==> src/rtl/mem_arbiter_pkg.sv <==
// Shared definitions for the two-requester memory arbiter.
//   state_e    : sequencer states (IDLE=0, ACCESS=1)
//   REQ0/REQ1  : requester index constants used for owner and priority pointer
package mem_arbiter_pkg;

    typedef enum logic {
        ST_IDLE   = 1'b0,
        ST_ACCESS = 1'b1
    } state_e;

    localparam logic REQ0 = 1'b0;
    localparam logic REQ1 = 1'b1;

endpackage

==> src/rtl/mem_arbiter_if.sv <==
// Bus bundle between the two requesters / memory and the arbiter.
//   requester side : reqN, weN, addrN, wdataN in; gntN, doneN, errN, rdataN out
//   memory side    : mem_read_address, mem_write_address, mem_write_data,
//                    mem_write_enable out; mem_read_data in (combinational)
//   slave  : the arbiter's view
//   master : the environment's view (requesters plus memory)
interface mem_arbiter_if #(
    parameter int unsigned ADDR_WIDTH = 8,
    parameter int unsigned DATA_WIDTH = 8
) ();

    logic                  req0;
    logic                  req1;
    logic                  we0;
    logic                  we1;
    logic [ADDR_WIDTH-1:0] addr0;
    logic [ADDR_WIDTH-1:0] addr1;
    logic [DATA_WIDTH-1:0] wdata0;
    logic [DATA_WIDTH-1:0] wdata1;

    logic                  gnt0;
    logic                  gnt1;
    logic                  done0;
    logic                  done1;
    logic                  err0;
    logic                  err1;
    logic [DATA_WIDTH-1:0] rdata0;
    logic [DATA_WIDTH-1:0] rdata1;

    logic [ADDR_WIDTH-1:0] mem_read_address;
    logic [ADDR_WIDTH-1:0] mem_write_address;
    logic [DATA_WIDTH-1:0] mem_write_data;
    logic                  mem_write_enable;
    logic [DATA_WIDTH-1:0] mem_read_data;

    modport slave (
        input  req0, req1, we0, we1, addr0, addr1, wdata0, wdata1, mem_read_data,
        output gnt0, gnt1, done0, done1, err0, err1, rdata0, rdata1,
               mem_read_address, mem_write_address, mem_write_data, mem_write_enable
    );

    modport master (
        output req0, req1, we0, we1, addr0, addr1, wdata0, wdata1, mem_read_data,
        input  gnt0, gnt1, done0, done1, err0, err1, rdata0, rdata1,
               mem_read_address, mem_write_address, mem_write_data, mem_write_enable
    );

endinterface

==> src/rtl/mem_arbiter_rr_arbiter2.sv <==
// Two-way round-robin winner select with its priority pointer.
//   clock, reset : rising-edge clock, async active-low reset (pointer -> REQ0)
//   req0, req1   : pending requests
//   advance      : a grant is taken this cycle; pointer moves to the loser
//   any_req_c    : at least one request pending (combinational)
//   winner_c     : index of the requester that wins (combinational)
module rr_arbiter2
    import mem_arbiter_pkg::*;
(
    input  logic clock,
    input  logic reset,
    input  logic req0,
    input  logic req1,
    input  logic advance,
    output logic any_req_c,
    output logic winner_c
);

    logic ptr_q;
    logic ptr_d;

    // Sole requester wins outright; on contention the pointer decides.
    always_comb begin
        any_req_c = req0 | req1;
        winner_c  = REQ0;
        if (req0 && req1) begin
            winner_c = ptr_q;
        end else if (req1) begin
            winner_c = REQ1;
        end
        ptr_d = advance ? ~winner_c : ptr_q;
    end

    always_ff @(posedge clock or negedge reset) begin
        if (!reset) begin
            ptr_q <= REQ0;
        end else begin
            ptr_q <= ptr_d;
        end
    end

endmodule

==> src/rtl/mem_arbiter.sv <==
// Round-robin arbiter and access sequencer in front of a single-port-pair memory.
//   clock, reset : rising-edge clock, async active-low reset
//   bus          : requester handshakes and memory-side address/data/enable
// One access per two cycles: IDLE latches the winner and drives the memory,
// ACCESS returns done/err/rdata to the owner. Every output is a flop.
module mem_arbiter
    import mem_arbiter_pkg::*;
#(
    parameter int unsigned ADDR_WIDTH = 8,
    parameter int unsigned DATA_WIDTH = 8,
    parameter int unsigned CELL_COUNT = 4
) (
    input  logic           clock,
    input  logic           reset,
    mem_arbiter_if.slave   bus
);

    localparam logic [ADDR_WIDTH-1:0] CELL_LIMIT = ADDR_WIDTH'(CELL_COUNT);

    state_e                state_q, state_d;
    logic                  owner_q, owner_d;
    logic                  is_write_q, is_write_d;
    logic                  gnt0_q, gnt0_d, gnt1_q, gnt1_d;
    logic                  done0_q, done0_d, done1_q, done1_d;
    logic                  err0_q, err0_d, err1_q, err1_d;
    logic [DATA_WIDTH-1:0] rdata0_q, rdata0_d, rdata1_q, rdata1_d;
    logic [ADDR_WIDTH-1:0] mem_ra_q, mem_ra_d, mem_wa_q, mem_wa_d;
    logic [DATA_WIDTH-1:0] mem_wd_q, mem_wd_d;
    logic                  mem_we_q, mem_we_d;

    logic                  any_req_c;
    logic                  winner_c;
    logic                  advance_c;
    logic                  sel_we;
    logic [ADDR_WIDTH-1:0] sel_addr;
    logic [DATA_WIDTH-1:0] sel_wdata;
    logic                  addr_err;
    logic [DATA_WIDTH-1:0] rd_val;

    rr_arbiter2 u_rr (
        .clock     (clock),
        .reset     (reset),
        .req0      (bus.req0),
        .req1      (bus.req1),
        .advance   (advance_c),
        .any_req_c (any_req_c),
        .winner_c  (winner_c)
    );

    // Next-state and output computation.
    always_comb begin
        state_d    = state_q;
        owner_d    = owner_q;
        is_write_d = is_write_q;
        gnt0_d     = 1'b0;
        gnt1_d     = 1'b0;
        done0_d    = 1'b0;
        done1_d    = 1'b0;
        err0_d     = 1'b0;
        err1_d     = 1'b0;
        rdata0_d   = rdata0_q;
        rdata1_d   = rdata1_q;
        mem_ra_d   = mem_ra_q;
        mem_wa_d   = mem_wa_q;
        mem_wd_d   = mem_wd_q;
        mem_we_d   = 1'b0;
        advance_c  = 1'b0;

        sel_we    = (winner_c == REQ1) ? bus.we1    : bus.we0;
        sel_addr  = (winner_c == REQ1) ? bus.addr1  : bus.addr0;
        sel_wdata = (winner_c == REQ1) ? bus.wdata1 : bus.wdata0;

        // The latched write address doubles as the owner's request address.
        addr_err = (mem_wa_q >= CELL_LIMIT);
        rd_val   = (is_write_q || addr_err) ? '0 : bus.mem_read_data;

        case (state_q)
            ST_IDLE: begin
                if (any_req_c) begin
                    advance_c  = 1'b1;
                    state_d    = ST_ACCESS;
                    owner_d    = winner_c;
                    is_write_d = sel_we;
                    gnt0_d     = (winner_c == REQ0);
                    gnt1_d     = (winner_c == REQ1);
                    mem_ra_d   = sel_addr;
                    mem_wa_d   = sel_addr;
                    mem_wd_d   = sel_wdata;
                    // Out-of-range writes never reach the memory.
                    mem_we_d   = sel_we && (sel_addr < CELL_LIMIT);
                end
            end
            ST_ACCESS: begin
                state_d = ST_IDLE;
                if (owner_q == REQ0) begin
                    done0_d  = 1'b1;
                    err0_d   = addr_err;
                    rdata0_d = rd_val;
                end else begin
                    done1_d  = 1'b1;
                    err1_d   = addr_err;
                    rdata1_d = rd_val;
                end
            end
            default: state_d = ST_IDLE;
        endcase
    end

    always_ff @(posedge clock or negedge reset) begin
        if (!reset) begin
            state_q    <= ST_IDLE;
            owner_q    <= REQ0;
            is_write_q <= 1'b0;
            gnt0_q     <= 1'b0;
            gnt1_q     <= 1'b0;
            done0_q    <= 1'b0;
            done1_q    <= 1'b0;
            err0_q     <= 1'b0;
            err1_q     <= 1'b0;
            rdata0_q   <= '0;
            rdata1_q   <= '0;
            mem_ra_q   <= '0;
            mem_wa_q   <= '0;
            mem_wd_q   <= '0;
            mem_we_q   <= 1'b0;
        end else begin
            state_q    <= state_d;
            owner_q    <= owner_d;
            is_write_q <= is_write_d;
            gnt0_q     <= gnt0_d;
            gnt1_q     <= gnt1_d;
            done0_q    <= done0_d;
            done1_q    <= done1_d;
            err0_q     <= err0_d;
            err1_q     <= err1_d;
            rdata0_q   <= rdata0_d;
            rdata1_q   <= rdata1_d;
            mem_ra_q   <= mem_ra_d;
            mem_wa_q   <= mem_wa_d;
            mem_wd_q   <= mem_wd_d;
            mem_we_q   <= mem_we_d;
        end
    end

    assign bus.gnt0              = gnt0_q;
    assign bus.gnt1              = gnt1_q;
    assign bus.done0             = done0_q;
    assign bus.done1             = done1_q;
    assign bus.err0              = err0_q;
    assign bus.err1              = err1_q;
    assign bus.rdata0            = rdata0_q;
    assign bus.rdata1            = rdata1_q;
    assign bus.mem_read_address  = mem_ra_q;
    assign bus.mem_write_address = mem_wa_q;
    assign bus.mem_write_data    = mem_wd_q;
    assign bus.mem_write_enable  = mem_we_q;

endmodule
==> src/flat_wrapper.sv <==
// flat-port wrapper written by rule: the top's interface ports become plain ports
module mem_arbiter_flat import mem_arbiter_pkg::*;
#(
    parameter int unsigned ADDR_WIDTH = 8,
    parameter int unsigned DATA_WIDTH = 8,
    parameter int unsigned CELL_COUNT = 4
)
  (clock, reset, bus_req0, bus_req1, bus_we0, bus_we1, bus_addr0, bus_addr1, bus_wdata0, bus_wdata1, bus_mem_read_data, bus_gnt0, bus_gnt1, bus_done0, bus_done1, bus_err0, bus_err1, bus_rdata0, bus_rdata1, bus_mem_read_address, bus_mem_write_address, bus_mem_write_data, bus_mem_write_enable);
  mem_arbiter_if #(.ADDR_WIDTH(ADDR_WIDTH), .DATA_WIDTH(DATA_WIDTH)) bus_i ();
  input  logic clock;
  input  logic reset;
  input wire logic [$bits(bus_i.req0)-1:0] bus_req0;
  input wire logic [$bits(bus_i.req1)-1:0] bus_req1;
  input wire logic [$bits(bus_i.we0)-1:0] bus_we0;
  input wire logic [$bits(bus_i.we1)-1:0] bus_we1;
  input wire logic [$bits(bus_i.addr0)-1:0] bus_addr0;
  input wire logic [$bits(bus_i.addr1)-1:0] bus_addr1;
  input wire logic [$bits(bus_i.wdata0)-1:0] bus_wdata0;
  input wire logic [$bits(bus_i.wdata1)-1:0] bus_wdata1;
  input wire logic [$bits(bus_i.mem_read_data)-1:0] bus_mem_read_data;
  output wire logic [$bits(bus_i.gnt0)-1:0] bus_gnt0;
  output wire logic [$bits(bus_i.gnt1)-1:0] bus_gnt1;
  output wire logic [$bits(bus_i.done0)-1:0] bus_done0;
  output wire logic [$bits(bus_i.done1)-1:0] bus_done1;
  output wire logic [$bits(bus_i.err0)-1:0] bus_err0;
  output wire logic [$bits(bus_i.err1)-1:0] bus_err1;
  output wire logic [$bits(bus_i.rdata0)-1:0] bus_rdata0;
  output wire logic [$bits(bus_i.rdata1)-1:0] bus_rdata1;
  output wire logic [$bits(bus_i.mem_read_address)-1:0] bus_mem_read_address;
  output wire logic [$bits(bus_i.mem_write_address)-1:0] bus_mem_write_address;
  output wire logic [$bits(bus_i.mem_write_data)-1:0] bus_mem_write_data;
  output wire logic [$bits(bus_i.mem_write_enable)-1:0] bus_mem_write_enable;
  assign bus_i.req0 = bus_req0;
  assign bus_i.req1 = bus_req1;
  assign bus_i.we0 = bus_we0;
  assign bus_i.we1 = bus_we1;
  assign bus_i.addr0 = bus_addr0;
  assign bus_i.addr1 = bus_addr1;
  assign bus_i.wdata0 = bus_wdata0;
  assign bus_i.wdata1 = bus_wdata1;
  assign bus_i.mem_read_data = bus_mem_read_data;
  assign bus_gnt0 = bus_i.gnt0;
  assign bus_gnt1 = bus_i.gnt1;
  assign bus_done0 = bus_i.done0;
  assign bus_done1 = bus_i.done1;
  assign bus_err0 = bus_i.err0;
  assign bus_err1 = bus_i.err1;
  assign bus_rdata0 = bus_i.rdata0;
  assign bus_rdata1 = bus_i.rdata1;
  assign bus_mem_read_address = bus_i.mem_read_address;
  assign bus_mem_write_address = bus_i.mem_write_address;
  assign bus_mem_write_data = bus_i.mem_write_data;
  assign bus_mem_write_enable = bus_i.mem_write_enable;
  mem_arbiter #(.ADDR_WIDTH(ADDR_WIDTH), .DATA_WIDTH(DATA_WIDTH), .CELL_COUNT(CELL_COUNT)) u_core (.clock(clock), .reset(reset), .bus(bus_i));
endmodule
==> config.mk <==
export PLATFORM = sky130hd
export DESIGN_NAME = mem_arbiter_flat
export DESIGN_NICKNAME = d
export VERILOG_FILES = /design/src/rtl/mem_arbiter_pkg.sv /design/src/rtl/mem_arbiter_if.sv /design/src/rtl/mem_arbiter_rr_arbiter2.sv /design/src/rtl/mem_arbiter.sv /design/src/flat_wrapper.sv
export SDC_FILE = /design/constraint.sdc
export NUM_CORES = 1
export LEC_CHECK = 0
export ABC_AREA = 1
export CORE_MARGIN = 2
export CORE_UTILIZATION = 40
export DETAILED_ROUTE_END_ITERATION = 7
export PLACE_DENSITY_LB_ADDON = 0.25
export SLEW_MARGIN = 20
export SYNTH_ARGS = -nofsm -noshare
export SYNTH_HDL_FRONTEND = slang
export SYNTH_SLANG_ARGS = --single-unit
==> constraint.sdc <==
create_clock -name clock -period 1.5 [get_ports clock]
set_input_delay 0.225 -clock clock [delete_from_list [all_inputs] [get_ports clock]]
set_output_delay 0.225 -clock clock [all_outputs]
set_load 0.05 [all_outputs]
==> results.md <==
* Synth top area share at 56.43%
* Leak Pwr at 1.554 nW
* Worst-Skew Late Latency at 300 ps
* CTS tree: yes
* Yosys warning total at 0
* Initial antenna violation count at 0
* Slew margin rel. at 66.45%
* Ranking of synthesized cells by area: dfrtp_1 56%, nand2_1 16%, nand3_1 8.7%
* Minimum clock period at 1240 ps
* Routability cong. at 0.8563
* Largest net degree at the start of global routing at 24
* Vias in the first global route at 1761
* Count of cell types in the netlist at 22
* Resized cells post-CTS at 0
* Avg Cell Area, Syn at 8.952 sq um
* Setup Fix Bufs, Post-CTS at 0
* GRT Residual Overflow at 0
* Final Setup Violations at 0
* Clk_skew at 7.621 ps
* Sequential share of the synthesized area at 56.43%
* Max Fclk at 806.3 MHz
* Type of origin of the critical path: register
* Register Area at 0.001076 sq mm
* Total Neg Setup Slack at 0 ps
* Data required, critical path at 1740 ps
* Die height at 73.05 um
* Pwr Density at 1269 mW/mm^2
* Critical path class: reg -> reg
* Placed instance count at 358
* Max Fanout on Critical Path at 16
* Htree depth at 2
* Worst path arrival time at 1480 ps
* CTS buffer count at 5
* First-pass GRT wire length at 7.659 mm
* Post-Syn Nets at 259
* Status: completed
* Period utilisation layout at 82.68%
* Unrepaired setup endpoints after global routing: no
* Clk pin slew, worst setup/hold paths at 90 ps
* Die Footprint at 0.005336 sq mm
* Hold WC Path Type: in -> async
* Routed length per instance at 12.64 um
* Post-DP HPWL at 3.639 mm
* Initial core utilization at 40.91%
* Port buffer count at 92
* Routed via count at 1742
* Synth area leader: dfrtp_1
* CP Capture Type: register
* Initial detailed-routing violation count at 94
* Layout Area Growth over Synthesis at 59.84%
* Multi-input combinational cell area at 681.9 sq um
* Final ANT Viol Nets at 0
* I/O pin cnt at 93
* Rows at 25
* Final #Nets at 358
* Antenna Cells at 0
* Share of layout cells above drive strength 1 at 26.52%
* Clk buf depth at 2
* Peak VDD IR at 847.3 uV
* CORE AREA at 0.004661 sq mm
* Root Buffer: clkbuf_8
* Max-slew violations at 0
* Die width at 73.05 um
* GRT Util Overall at 18.53%
* Max-cap viol count at 0
* 1st-pass router iterations at 4
* Post-Syn Area at 0.001907 sq mm
* Residual DRC count at 0
* Synthesized instance count at 213
* Final hold violation count at 0
* Flops & latches, synth at 43
* Worst-margin pin slew at 503.2 ps
* CTS sink cnt at 43
* Post-DR vias/cell at 4.747
* Fill count at 399
* Routed WL at 4.639 mm
* Non-Filler Instances at 367
## cell usage after synthesis
cell type	number
a21oi_1	2
a21oi_2	1
a31oi_1	3
a31oi_2	1
buf_4	11
buf_6	2
dfrtp_1	43
inv_1	6
inv_2	4
inv_4	1
nand2_1	79
nand2_2	2
nand2_4	2
nand3_1	33
nand3_2	1
nand3b_1	2
nand4_1	1
nor2_1	12
nor2_4	2
o21ai_0	3
o21ai_1	1
o21ai_4	1
## cell usage in the layout (no fill, tap or decap), types with 4 or more instances in the layout
| cell | count |
|---|---|
| inv_2 | 4 |
| buf_12 | 15 |
| inv_1 | 6 |
| nor2_1 | 12 |
| buf_4 | 44 |
| dfrtp_1 | 43 |
| nand3_1 | 33 |
| nand2_1 | 79 |
| clkdlybuf4s50_1 | 44 |
| clkbuf_8 | 5 |
## logic make-up (layout without fill, tap and decap cells)
family | Yosys count | after routing | synth area share, %
simple gates | 134 | 134 | 31.23
flops | 43 | 43 | 56.43
buf+inv | 24 | 124 | 7.808
compound gates | 12 | 12 | 4.527
## repair_timing
item	4_1_cts	5_1_grt
endpoints found under the setup margin	0	0
endpoints found under the hold margin	20	0
hold buffers	1	0
## worst paths after layout
path | startpoint | end | slack (ps) | depth (start not counted)
min in group clock | bus_wdata0[6] | u_core.bus.mem_write_data[6] | 480 | 3
worst min register to register | u_core.bus.rdata1[7] | u_core.bus.rdata1[7] | 480 | 2
worst max-delay path | u_core.bus.mem_read_address[3] | u_core.bus.rdata1[0] | 260 | 5
worst min-delay path | reset | u_core.bus.mem_read_address[5] | 430 | 2
worst max register to register | u_core.bus.mem_read_address[3] | u_core.bus.rdata1[0] | 260 | 5
max in group asynchronous | reset | u_core.bus.rdata0[6] | 590 | 3
## power by group
| part | switching (mW) | total (mW) | leakage (nW) | internal, mW |
|---|---|---|---|---|
| Combinational | 1.03 | 1.73 | 0.959 | 0.700 |
| Sequential | 0.0958 | 1.40 | 0.555 | 1.30 |
| Clock | 0.406 | 0.738 | 0.0408 | 0.333 |
## worst max-delay path, stage by stage, from the launching register on
cell,delay [ps]
dfrtp_1,380
nor2_1,150
nand3_2,140
nor2_4,310
nand3_1,120
nand2_1,90
## per-layer routing
layer  track usage, %  vias to the layer above  wire (um)  part of all wire (%)
li1                 -                      878          -                     -
met1            22.78                      793       1982                    43
met2            29.43                       60       2255                    49
met3            5.663                       11        294                   6.3
met4            9.259                        0        107                   2.3
met5                0                        -          0                     0
## cell type report
type | instances | area share [%]
clock buffers | 5 | 2.258
repair buffers | 105 | 35.63
clock inverters | 3 | 0.7800
inverters | 11 | 1.437
multi-input cells | 146 | 22.37
well taps | 54 | 2.217
flip-flops and latches | 43 | 35.30
## registers in the layout, indices dropped and copies added (netlist names)
| register | cells |
|---|---|
| u_core.bus.rdata1 | 8 |
| u_core.bus.done0 | 1 |
| u_core.state_q | 1 |
| u_core.u_rr.ptr_q | 1 |
| u_core.is_write_q | 1 |
| u_core.bus.rdata0 | 8 |
| u_core.owner_q | 1 |
| u_core.bus.done1 | 1 |
| u_core.bus.mem_read_address | 8 |
| u_core.bus.err1 | 1 |
| u_core.bus.err0 | 1 |
| u_core.bus.mem_write_enable | 1 |
| u_core.bus.mem_write_data | 8 |
| u_core.bus.gnt1 | 1 |
| u_core.bus.gnt0 | 1 |
## metrics by stage
step / util [%] / cell area, sq um / power (mW) / setup WS, ps / hold WS [ps]
after CTS: 65.40 / 3048 / 3.914 / 258.6 / 451.8
after global routing: 65.40 / 3048 / 4.040 / 137.5 / 485.3
after global placement: 63.19 / 2945 / 3.144 / -11.60 / 220.4
after floorplan: - / 1907 / 2.386 / 134.2 / -70.59
after detailed placement: 63.19 / 2945 / 3.163 / -35.40 / 233.5
final: 65.40 / 3048 / 3.867 / 259.8 / 429.2
No activity file was read; power rests on OpenSTA's default activity.
